`src/rtl/accum_rr_scheduler_if.sv`:
```
// Sample-input and result-output bundle for accum_rr_scheduler.
// The master drives samples and accepts results; the slave is the scheduler itself.
interface accum_rr_scheduler_if #(
  parameter int unsigned NCH = 4,
  parameter int unsigned DW  = 8,
  parameter int unsigned AW  = 16
);
  localparam int unsigned CW = (NCH > 1) ? $clog2(NCH) : 1;

  logic [NCH-1:0]    in_valid;
  logic [NCH*DW-1:0] in_data;
  logic [NCH-1:0]    in_last;
  logic [NCH-1:0]    in_ready;
  logic              res_valid;
  logic              res_ready;
  logic [CW-1:0]     res_ch;
  logic [AW-1:0]     res_sum;
  logic              res_sat;
  logic              busy;

  modport master (
    output in_valid, in_data, in_last, res_ready,
    input  in_ready, res_valid, res_ch, res_sum, res_sat, busy
  );

  modport slave (
    input  in_valid, in_data, in_last, res_ready,
    output in_ready, res_valid, res_ch, res_sum, res_sat, busy
  );
endinterface

```
`src/rtl/accum_rr_scheduler.sv`:
```
// Round-robin shared saturating accumulator: one sample per cycle into per-channel sums,
// burst totals handed off through a single-entry valid/ready result register.
module accum_rr_scheduler #(
  parameter int unsigned NCH = 4,
  parameter int unsigned DW  = 8,
  parameter int unsigned AW  = 16
) (
  input logic                 clk,
  input logic                 rst,
  accum_rr_scheduler_if.slave bus
);
  localparam int unsigned CW   = (NCH > 1) ? $clog2(NCH) : 1;
  localparam logic [CW:0] NchW = (CW + 1)'(NCH);

  typedef enum logic [0:0] {StEmpty, StFull} res_state_e;

  res_state_e     state_q, state_d;
  logic           res_valid;

  logic [CW-1:0]  ptr_q, ptr_d;
  logic [AW-1:0]  acc_q [NCH];
  logic [NCH-1:0] sat_q;
  logic [CW-1:0]  res_ch_q;
  logic [AW-1:0]  res_sum_q;
  logic           res_sat_q;

  logic           out_free;
  logic [NCH-1:0] eligible;
  logic [NCH-1:0] grant;
  logic [CW-1:0]  grant_idx;
  logic [CW:0]    arb_pos;
  logic           arb_found;
  logic           accept;
  logic           last_accept;
  logic [DW-1:0]  sample;
  logic [AW:0]    sum_ext;
  logic           ovf;
  logic [AW-1:0]  sum_sat;
  logic           acc_nonzero;

  // A last sample may only go when the result slot is empty or draining this cycle.
  assign out_free = ~res_valid | bus.res_ready;
  assign eligible = bus.in_valid & (~bus.in_last | {NCH{out_free}});

  always_comb begin
    grant     = '0;
    grant_idx = '0;
    arb_found = 1'b0;
    arb_pos   = '0;
    for (int k = 0; k < NCH; k++) begin
      arb_pos = {1'b0, ptr_q} + (CW + 1)'(k);
      if (arb_pos >= NchW) arb_pos = arb_pos - NchW;
      if (!arb_found && eligible[arb_pos[CW-1:0]]) begin
        arb_found                 = 1'b1;
        grant[arb_pos[CW-1:0]]    = 1'b1;
        grant_idx                 = arb_pos[CW-1:0];
      end
    end
    if (rst) grant = '0;
  end

  assign accept      = |grant;
  assign last_accept = accept & bus.in_last[grant_idx];
  assign sample      = bus.in_data[int'(grant_idx) * DW +: DW];
  assign sum_ext     = {1'b0, acc_q[grant_idx]} + {{(AW + 1 - DW){1'b0}}, sample};
  assign ovf         = sum_ext[AW];
  assign sum_sat     = ovf ? {AW{1'b1}} : sum_ext[AW-1:0];
  assign ptr_d       = !accept ? ptr_q :
                       (grant_idx == CW'(NCH - 1)) ? '0 : CW'(grant_idx + 1'b1);

  // Result register state
  always_ff @(posedge clk or posedge rst) begin
    if (rst) state_q <= StEmpty;
    else     state_q <= state_d;
  end

  always_comb begin
    state_d = state_q;
    unique case (state_q)
      StEmpty: if (last_accept) state_d = StFull;
      StFull:  if (bus.res_ready && !last_accept) state_d = StEmpty;
      default: state_d = StEmpty;
    endcase
  end

  always_comb begin
    res_valid = (state_q == StFull);
  end

  always_ff @(posedge clk or posedge rst) begin
    if (rst) begin
      ptr_q     <= '0;
      sat_q     <= '0;
      res_ch_q  <= '0;
      res_sum_q <= '0;
      res_sat_q <= 1'b0;
      for (int i = 0; i < NCH; i++) acc_q[i] <= '0;
    end else begin
      ptr_q <= ptr_d;
      if (last_accept) begin
        acc_q[grant_idx] <= '0;
        sat_q[grant_idx] <= 1'b0;
        res_ch_q         <= grant_idx;
        res_sum_q        <= sum_sat;
        res_sat_q        <= sat_q[grant_idx] | ovf;
      end else if (accept) begin
        acc_q[grant_idx] <= sum_sat;
        sat_q[grant_idx] <= sat_q[grant_idx] | ovf;
      end
    end
  end

  always_comb begin
    acc_nonzero = 1'b0;
    for (int i = 0; i < NCH; i++) begin
      if (acc_q[i] != '0) acc_nonzero = 1'b1;
    end
  end

  assign bus.in_ready  = grant;
  assign bus.res_valid = res_valid;
  assign bus.res_ch    = res_ch_q;
  assign bus.res_sum   = res_sum_q;
  assign bus.res_sat   = res_sat_q;
  assign bus.busy      = acc_nonzero | (|sat_q) | res_valid;
endmodule

```
`src/flat_wrapper.sv`:
```
// flat-port wrapper written by rule: the top's interface ports become plain ports
module accum_rr_scheduler_flat 
#(
  parameter int unsigned NCH = 4,
  parameter int unsigned DW  = 8,
  parameter int unsigned AW  = 16
)
  (clk, rst, bus_in_valid, bus_in_data, bus_in_last, bus_res_ready, bus_in_ready, bus_res_valid, bus_res_ch, bus_res_sum, bus_res_sat, bus_busy);
  accum_rr_scheduler_if #(.NCH(NCH), .DW(DW), .AW(AW)) bus_i ();
  input logic clk;
  input logic rst;
  input wire logic [$bits(bus_i.in_valid)-1:0] bus_in_valid;
  input wire logic [$bits(bus_i.in_data)-1:0] bus_in_data;
  input wire logic [$bits(bus_i.in_last)-1:0] bus_in_last;
  input wire logic [$bits(bus_i.res_ready)-1:0] bus_res_ready;
  output wire logic [$bits(bus_i.in_ready)-1:0] bus_in_ready;
  output wire logic [$bits(bus_i.res_valid)-1:0] bus_res_valid;
  output wire logic [$bits(bus_i.res_ch)-1:0] bus_res_ch;
  output wire logic [$bits(bus_i.res_sum)-1:0] bus_res_sum;
  output wire logic [$bits(bus_i.res_sat)-1:0] bus_res_sat;
  output wire logic [$bits(bus_i.busy)-1:0] bus_busy;
  assign bus_i.in_valid = bus_in_valid;
  assign bus_i.in_data = bus_in_data;
  assign bus_i.in_last = bus_in_last;
  assign bus_i.res_ready = bus_res_ready;
  assign bus_in_ready = bus_i.in_ready;
  assign bus_res_valid = bus_i.res_valid;
  assign bus_res_ch = bus_i.res_ch;
  assign bus_res_sum = bus_i.res_sum;
  assign bus_res_sat = bus_i.res_sat;
  assign bus_busy = bus_i.busy;
  accum_rr_scheduler #(.NCH(NCH), .DW(DW), .AW(AW)) u_core (.clk(clk), .rst(rst), .bus(bus_i));
endmodule
```
`config.mk`:
```
export PLATFORM = sky130hd
export DESIGN_NAME = accum_rr_scheduler_flat
export DESIGN_NICKNAME = d
export VERILOG_FILES = /design/src/rtl/accum_rr_scheduler_if.sv /design/src/rtl/accum_rr_scheduler.sv /design/src/flat_wrapper.sv
export SDC_FILE = /design/constraint.sdc
export NUM_CORES = 1
export LEC_CHECK = 0
export BUFFER_PORTS_ARGS = -buffer_cell sky130_fd_sc_hd__buf_2
export CORE_MARGIN = 3
export CORE_UTILIZATION = 54
export DETAILED_ROUTE_END_ITERATION = 12
export HOLD_SLACK_MARGIN = 0.02
export PLACE_DENSITY = 0.75
export SLEW_MARGIN = 20
export SYNTH_ARGS = -nofsm -noshare
export SYNTH_HDL_FRONTEND = slang
export SYNTH_SLANG_ARGS = --single-unit
export TNS_END_PERCENT = 5
```
`constraint.sdc`:
```
create_clock -name clk -period 5.5 [get_ports clk]
set_input_delay 0.55 -clock clk [delete_from_list [all_inputs] [get_ports clk]]
set_output_delay 0.55 -clock clk [all_outputs]
set_load 0.02 [all_outputs]
```
Word level (Yosys, flattened, before mapping)
Index checks and enable logic that the tools add are counted.

word-level totals
  input port bits = 43
  word-level logic and storage cells = 133
  flip-flop bits (word level) = 90

cells by class
  magnitude comparators = 16
  shift-type cells = 1
  muxes and demuxes = 58
  bitwise logic cells = 17
  $add $sub $neg = 9
  reductions and logical operators = 21
  equal/unequal tests = 1

operator list
  cell                                                                                  count
  64-bit two-way mux                                                                    2
  64-bit AND                                                                            1
  64-bit bitwise mux                                                                    1
  16-bit two-way mux                                                                    4
  64-bit NOT                                                                            1
  16-bit nonzero test                                                                   4
  16-bit binary-select mux with 2-bit select                                            1
  16-bit demux with 2-bit select                                                        1
  32-bit by 6-bit variable part select with 8-bit output                                1
  4-bit two-way mux                                                                     7
  1-bit two-way mux                                                                     20
  2-bit two-way mux                                                                     9
  16-bit by 8-bit adder with 17-bit output                                              1
  4-bit bitwise OR                                                                      4
  2-bit by 3-bit < comparator with 1-bit output (second input constant)                 5
  1-bit binary-select mux with 2-bit select                                             6
  3-bit greater-or-equal comparator (second input constant)                             4
  1-bit demux with 2-bit select                                                         5
  2-bit by 1-bit greater-or-equal comparator with 1-bit output (second input constant)  5
  1-bit logical AND                                                                     10
  4-bit AND                                                                             2
  4-bit NOT                                                                             2
  4-bit OR reduction                                                                    2
  2-bit by 1-bit subtractor with 2-bit output (second input constant)                   4
  other kinds (14)                                                                      21

Logic depth before layout (Yosys ltp)
Gate-level depths: netlist of the first run.

  word-level depth = 25
  gate-level depth with buffers = 26

Least setup slack after synthesis of the first run
OpenSTA, ideal clock, no wires.

  path kind = flip-flop to flip-flop
  from = reg u_core.ptr_q[1]
  to = reg u_core.acc_q[45] (netlist name)
  path buffers = 4
  data required time = 5.356 ns
  path slack = 0.401 ns
  cell stages (with the launch flop) = 26
  data arrival time = 4.955 ns
  cells stage by stage = dfrtp_1 buf_2 inv_1 ha_1 buf_2 inv_1 a211oi_1 o32ai_2 nor2_4 inv_2 buf_1 clkbuf_1 nand2_1 and3_1 a31oi_1 ha_1 fa_1 a21oi_1 nor2_1 nor2_1 o21bai_1 a21oi_1 o21ai_1 and2_1 a2111oi_2 o31ai_1

on the way
  word-level cells in the longest chain between the ends = 23
  elaborated cells between the ends (all ways) = 86

RTL lines
  what                                                                             RTL line                   RTL
  from (decl)                                                                      accum_rr_scheduler.sv:20   logic [CW-1:0] ptr_q, ptr_d;
  from (signal assigned)                                                           accum_rr_scheduler.sv:99   ptr_q <= ptr_d;
  branches (longest 23 deep; another with 2-bit by 1-bit adder with 3-bit output)  -
  to (signal, indexed assignment)                                                  accum_rr_scheduler.sv:107  acc_q[grant_idx] <= sum_sat;
  to (decl)                                                                        accum_rr_scheduler.sv:21   logic [AW-1:0] acc_q [NCH];

Several ways; the timed one is not identified. The select of a mux whose other input is x is not followed.
A chain may end at the register's enable or synchronous reset.

Worst setup path in the final report of the first run
  from = reg u_core.ptr_q[0]
  to = reg u_core.acc_q[45] (netlist name)

Same word-level chain as after synthesis.

==> metrics.md, run 1 <==
| Metric | Value |
|---|---|
| Post-synth EDFFs | `0` |
| I/O Pins | `68` |
| Yosys top cell area share | `38.4%` |
| Crit-path max cell delay | `590 ps` |
| Placed Cells incl. Taps | `864` |
| #FFs+latches synth | `90` |
| Gr ovfl total | `0` |
| Core region area | `10400 µm²` |
| Number of vias per cell | `6.51` |
| Fmax | `0.196 GHz` |
| Die H | `110 µm` |
| Reg area | `2250 µm²` |
| # DRC | `0` |
| Pre-antenna DRT Iters | `5` |
| Antenna Cells | `0` |
| Pin count of the biggest net entering global routing | `88` |
| Critical-path cell list | `inv_1, ha_1, inv_1, a211oi_1, o32ai_2, nor2_4, inv_2, buf_4, nand2_1, and3_1, a31oi_1, ha_1, a21o_1, a21oi_1, o21bai_1, a21oi_1, o21ai_0, o211a_1, nand3_1, a2111oi_2, o31ai_1` |
| CP startpoint kind | `register` |
| Starting DRT DRC Count | `885` |
| WHS | `109 ps` |
| Max-cap check violation count | `0` |
| CP max FO | `24` |
| Final hold violation count | `0` |
| Slew margin rel. | `39.5%` |
| Final net count | `803` |
| H-tree depth | `3` |
| Synth area leader | `dfrtp_1` |
| Syn-to-layout area delta | `11.5%` |
| Unrepaired setup endpoints after global routing | `false` |
| Avg Cell Area, Syn | `8.63 µm²` |
| Period minus WS final | `5100 ps` |
| CP Depth | `21` |
| Status | `finished, final reports clean` |
| DIE AREA | `12100 µm²` |
| Clock buffer depth | `2` |
| Synth area leaders | `dfrtp_1 (38%), nand2_1 (11%), o21ai_0 (5.3%)` |
| Register area share after synthesis | `38.4%` |
| Worst EP arrival | `5330 ps` |
| Clock transition at path regs | `100 ps` |
| Footprint of the multi-input gates | `3400 µm²` |
| Die X | `110 µm` |
| Syn_nets | `743` |
| Row cnt | `37` |
| Clk_lat worst skew | `370 ps` |
| Setup crit end kind | `register` |
| CTS tree | `yes` |
| Routed Antenna Nets | `0` |
| HPWL after DPL | `12700 µm` |
| WS Path Type | `reg2reg` |
| Port Buffers | `67` |
| Initial Utilization | `56.3%` |
| Fin crit share | `92.7%` |
| Critical path's slowest cell | `a2111oi_2` |
| First-pass GRT wire length | `28100 µm` |
| Post-Syn Area | `5860 µm²` |
| Required time worst endpoint | `5730 ps` |
| CP bufs+invs | `4` |
| Vias | `5733` |
| Final setup violation count | `0` |
| Share of layout cells above drive strength 1 | `18.1%` |
| Clock sinks | `90` |
| Ys Warns | `0` |
| Most numerous cell in the Yosys netlist | `nand2_1` |
| # hold bufs at CTS | `0` |
| Vias in the first global route | `5319` |
| CP delay by family, top | `compound AO/OA/AOI/OAI gates` |
| Mapped Cells | `679` |
| Reg2Reg Depth | `21` |
| CTS buffer count | `9` |
| Primary FF master, synth | `dfrtp_1` |
| Skew final | `10.4 ps` |
| PostCTS Resize Cnt | `0` |
| Clock root buffer | `clkbuf_8` |
| Async set or reset register ratio after synthesis | `100%` |
| Leading cell types by count after synthesis | `nand2_1 (172), dfrtp_1 (90), o21ai_0 (62), o31ai_1 (29), a21oi_1 (28)` |
| Fin. max-slew vios | `0` |
| Hold Crit Class | `in2async` |
| FILL cells | `907` |
| Initial antenna violation count | `0` |
| Post-CTS Setup Inserts | `0` |
| Non-Filler Instances | `880` |
| Routed wire length | `17700 µm` |
| Worst slew pin tran | `905 ps` |
| Final GP Congestion | `1.05` |
| Fin Setup TNS | `0 ps` |
| GRT Resource Usage Total | `30.1%` |
| Synth cell types | `74` |
| Drt wl/cell | `20.1 µm` |
==> layer usage <==
metal	up-vias	routed length, µm	share of wire (%)	global-route usage, %
met5	-	0	0	0
met4	0	520	2.9	11.6
met3	46	1770	10	6.23
met2	370	7730	44	44.9
met1	2695	7650	43	43.1
li1	2622	-	-	-
==> worst reg2reg max path, delay by kind of cell (launching register included) <==
kind / cells / cell delay (ps)
buffers and inverters: 4 / 840
adders and majority gates: 2 / 650
and+or+nand+nor: 4 / 480
AOI/OAI and AO/OA: 11 / 2630
DFF: 1 / 360
==> registers in the layout (all words and copies together) (netlist names) <==
register              flops
u_core.bus.res_valid      1
u_core.sat_q              4
u_core.bus.res_sum       16
u_core.bus.res_ch         2
u_core.acc_q             64
u_core.bus.res_sat        1
u_core.ptr_q              2
==> cell usage in the layout, fill, tap and decap left out, types with 3 or more instances in the layout <==
| master | n |
|---|---|
| buf_2 | 67 |
| nand2_1 | 172 |
| o31a_1 | 3 |
| nand4_1 | 4 |
| nand3_1 | 17 |
| inv_1 | 10 |
| o2111ai_1 | 4 |
| a211oi_1 | 7 |
| and2_1 | 6 |
| o211ai_1 | 7 |
| nor3_1 | 4 |
| o21ai_1 | 3 |
| nand3b_1 | 3 |
| a21o_1 | 4 |
| o21bai_1 | 3 |
| mux2_2 | 8 |
| nor2_1 | 15 |
| o31ai_1 | 29 |
| o211ai_2 | 4 |
| ha_1 | 20 |
| a21oi_1 | 28 |
| a31oi_1 | 25 |
| buf_4 | 16 |
| o21ai_0 | 62 |
| dfrtp_1 | 90 |
| and3_1 | 19 |
| a32oi_1 | 3 |
| nor4_1 | 19 |
| xnor2_1 | 5 |
| clkbuf_8 | 11 |
| mux2i_1 | 17 |
==> logic make-up after synthesis <==
group | Yosys count | share of synthesized area [%]
adder cells (fa/ha/maj) | 21 | 4.61
buffers and inverters | 47 | 3.74
multiplexers | 27 | 4.95
AND/OR/NAND/NOR | 277 | 22.7
flip-flops | 90 | 38.4
AO/OA/AOI/OAI | 210 | 24.6
XOR/XNOR | 7 | 1.05
==> worst paths after layout <==
| path | startpoint | end | slack [ps] |
|---|---|---|---|
| setup / recovery | u_core.ptr_q[0] | u_core.acc_q[45] | 400 |
| min in group clk | bus_res_ready | u_core.bus.res_valid | 460 |
| setup reg to reg | u_core.ptr_q[0] | u_core.acc_q[45] | 400 |
| hold reg to reg | u_core.bus.res_sum[11] | u_core.bus.res_sum[11] | 470 |
| max in group asynchronous | rst | u_core.acc_q[34] | 4410 |
| hold / removal | rst | u_core.ptr_q[0] | 110 |
==> metrics by stage <==
stage          worst slack (ps)  util, %  cell area, µm²
3_3_place_gp                456     60.7            6320
4_1_cts                     350     62.6            6520
3_5_place_dp                335     60.7            6320
5_1_grt                    26.3     62.7            6540
2_1_floorplan               401        -            5860
6_report                    403     62.7            6540
==> area by class of cell <==
| type | instances | share of cell area (%) |
|---|---|---|
| Multi-Input combinational cell | 542 | 52.1 |
| Sequential cell | 90 | 34.5 |
| Timing Repair Buffer | 84 | 7.14 |
| Tap cell | 136 | 2.60 |
| Clock buffer | 11 | 2.32 |
| Inverter | 12 | 0.708 |
| Clock inverter | 5 | 0.689 |
Power of run 1 is left out: the tool's default activity adds up to more than one toggle a clock period on the data nets, which glitch-free logic cannot reach.
==> run 2: changes to the inputs <==
--- a/config.mk
+++ b/config.mk
@@ -7,10 +7,10 @@
 export LEC_CHECK = 0
 export BUFFER_PORTS_ARGS = -buffer_cell sky130_fd_sc_hd__buf_2
 export CORE_MARGIN = 3
-export CORE_UTILIZATION = 54
+export CORE_UTILIZATION = 50
 export DETAILED_ROUTE_END_ITERATION = 12
 export HOLD_SLACK_MARGIN = 0.02
-export PLACE_DENSITY = 0.75
+export PLACE_DENSITY = 0.7
 export SLEW_MARGIN = 20
 export SYNTH_ARGS = -nofsm -noshare
 export SYNTH_HDL_FRONTEND = slang
==> metrics.md, run 2 (synthesis results as in run 1) <==
| Metric | Value |
|---|---|
| Status | `finished, final reports clean (unchanged)` |
| Clock transition at path regs | `70 ps (was 100 ps)` |
| CTS buffer count | `9 (unchanged)` |
| Initial Utilization | `52.7% (was 56.3%)` |
| CP delay by family, top | `compound AO/OA/AOI/OAI gates (unchanged)` |
| # DRC | `0 (unchanged)` |
| Critical-path cell list | `inv_1, ha_1, inv_1, a211oi_1, o32ai_2, nor2_4, inv_2, buf_4, nand2_1, and3_1, a31oi_1, fa_1, a21oi_1, nor2_1, nor2_1, o21bai_1, a21oi_1, o21ai_1, nand2_1, a311oi_1, buf_4, o31ai_1 (was inv_1, ha_1, inv_1, a211oi_1, o32ai_2, nor2_4, inv_2, buf_4, nand2_1, and3_1, a31oi_1, ha_1, a21o_1, a21oi_1, o21bai_1, a21oi_1, o21ai_0, o211a_1, nand3_1, a2111oi_2, o31ai_1)` |
| Core region area | `11100 µm² (was 10400 µm²)` |
| Commonest non-fill, non-tap cells in the layout | `nand2_1 (172), dfrtp_1 (90), buf_2 (67) (unchanged)` |
| Antenna Cells | `0 (unchanged)` |
| Crit-path max cell delay | `530 ps (was 590 ps)` |
| Slew margin rel. | `33.2% (was 39.5%)` |
| Pin count of the biggest net entering global routing | `71 (was 88)` |
| Number of vias per cell | `6.40 (was 6.51)` |
| Pre-antenna DRT Iters | `6 (was 5)` |
| Period minus WS final | `5070 ps (was 5100 ps)` |
| Gr ovfl total | `0 (unchanged)` |
| Die H | `114 µm (was 110 µm)` |
| Footprint of the multi-input gates | `3410 µm² (was 3400 µm²)` |
| Skew final | `8.76 ps (was 10.4 ps)` |
| DIE AREA | `13100 µm² (was 12100 µm²)` |
| I/O Pins | `68 (unchanged)` |
| Setup crit end kind | `register (unchanged)` |
| Routed Antenna Nets | `0 (unchanged)` |
| Fin Setup TNS | `0 ps (unchanged)` |
| H-tree depth | `3 (unchanged)` |
| Critical path's slowest cell | `a311oi_1 (was a2111oi_2)` |
| Vias in the first global route | `5404 (was 5319)` |
| Share of layout cells above drive strength 1 | `18.0% (was 18.1%)` |
| Final GP Congestion | `0.969 (was 1.05)` |
| Final net count | `803 (unchanged)` |
| FILL cells | `980 (was 907)` |
| Fin crit share | `92.2% (was 92.7%)` |
| Syn-to-layout area delta | `14.1% (was 11.5%)` |
| Commonest non-fill, non-tap cell in the layout | `nand2_1 (unchanged)` |
| Max-cap check violation count | `0 (unchanged)` |
| CP startpoint kind | `register (unchanged)` |
| Max FFs per register | `64 (unchanged)` |
| Fin. max-slew vios | `0 (unchanged)` |
| CTS tree | `yes (unchanged)` |
| First-pass GRT wire length | `29500 µm (was 28100 µm)` |
| Required time worst endpoint | `5690 ps (was 5730 ps)` |
| Final hold violation count | `0 (unchanged)` |
| Hold Crit Class | `in2async (unchanged)` |
| Starting DRT DRC Count | `925 (was 885)` |
| Worst EP arrival | `5260 ps (was 5330 ps)` |
| Clk_lat worst skew | `350 ps (was 370 ps)` |
| CP bufs+invs | `5 (was 4)` |
| Unrepaired setup endpoints after global routing | `false (unchanged)` |
| CP max FO | `20 (was 24)` |
| WHS | `257 ps (was 109 ps)` |
| Port Buffers | `67 (unchanged)` |
| Routed wire length | `18200 µm (was 17700 µm)` |
| Row cnt | `38 (was 37)` |
| Die X | `114 µm (was 110 µm)` |
| Initial antenna violation count | `0 (unchanged)` |
| HPWL after DPL | `13000 µm (was 12700 µm)` |
| Placed Cells incl. Taps | `866 (was 864)` |
| Reg area | `2250 µm² (unchanged)` |
| Drt wl/cell | `20.6 µm (was 20.1 µm)` |
| Biggest register | `u_core.acc_q (unchanged)` |
| Non-Filler Instances | `884 (was 880)` |
| Clock buffer depth | `2 (unchanged)` |
| Worst slew pin tran | `1000 ps (was 905 ps)` |
| Clock sinks | `90 (unchanged)` |
| GRT Resource Usage Total | `28.6% (was 30.1%)` |
| Fmax | `0.197 GHz (was 0.196 GHz)` |
| Final setup violation count | `0 (unchanged)` |
| WS Path Type | `reg2reg (unchanged)` |
| Vias | `5657 (was 5733)` |
| Clock root buffer | `clkbuf_16 (was clkbuf_8)` |
run 2: worst register-to-register path: cells and delay by family, from the launching register on:
family	cells	cell delay [ps]
adders and majority gates	2	700
buffers and inverters	5	970
and+or+nand+nor	6	710
AOI/OAI and AO/OA	9	2200
DFF	1	340
run 2: final cells by class:
cell class / instances / share of cell area (%)
clock buffer: 10 / 3.57
clock inverter: 6 / 1.33
inverter: 12 / 0.692
multi-input combinational: 542 / 51.0
sequential: 90 / 33.7
tap: 140 / 2.62
timing repair buffer: 84 / 7.11
run 2: final timing paths:
check                           cells after the start                     end  slack [ps]              startpoint
worst max-delay path                               22        u_core.acc_q[58]         430         u_core.ptr_q[0]
worst min-delay path                                2         u_core.ptr_q[1]         260                     rst
worst max register to register                     22        u_core.acc_q[58]         430         u_core.ptr_q[0]
worst min register to register                      2  u_core.bus.res_sum[11]         470  u_core.bus.res_sum[11]
max in group asynchronous                           3        u_core.acc_q[28]        4020                     rst
min in group clk                                    2  u_core.bus.res_sum[11]         470  u_core.bus.res_sum[11]
run 2: timing repair:
action	4_1_cts	5_1_grt
setup endpoints to repair	0	59
buffers inserted	0	2
hold buffers	0	0
resized for setup	0	2
run 2: per-stage QoR:
| stage | util, % | area (µm²) | setup slack (ps) |
|---|---|---|---|
| after floorplan | - | 5860 | 401 |
| after global placement | 56.8 | 6320 | 498 |
| after detailed placement | 56.8 | 6320 | 373 |
| after CTS | 59.8 | 6650 | 352 |
| after global routing | 60.1 | 6690 | 69.5 |
| final | 60.1 | 6690 | 427 |
run 2: routing by layer:
metal | up-vias | GRT usage (%) | routed length, µm
li1 | 2622 | - | -
met5 | - | 0 | 0
met2 | 330 | 42.9 | 8030
met4 | 0 | 9.58 | 405
met3 | 37 | 6.34 | 1840
met1 | 2668 | 41.0 | 7900
Power of run 2 is left out for the same reason.
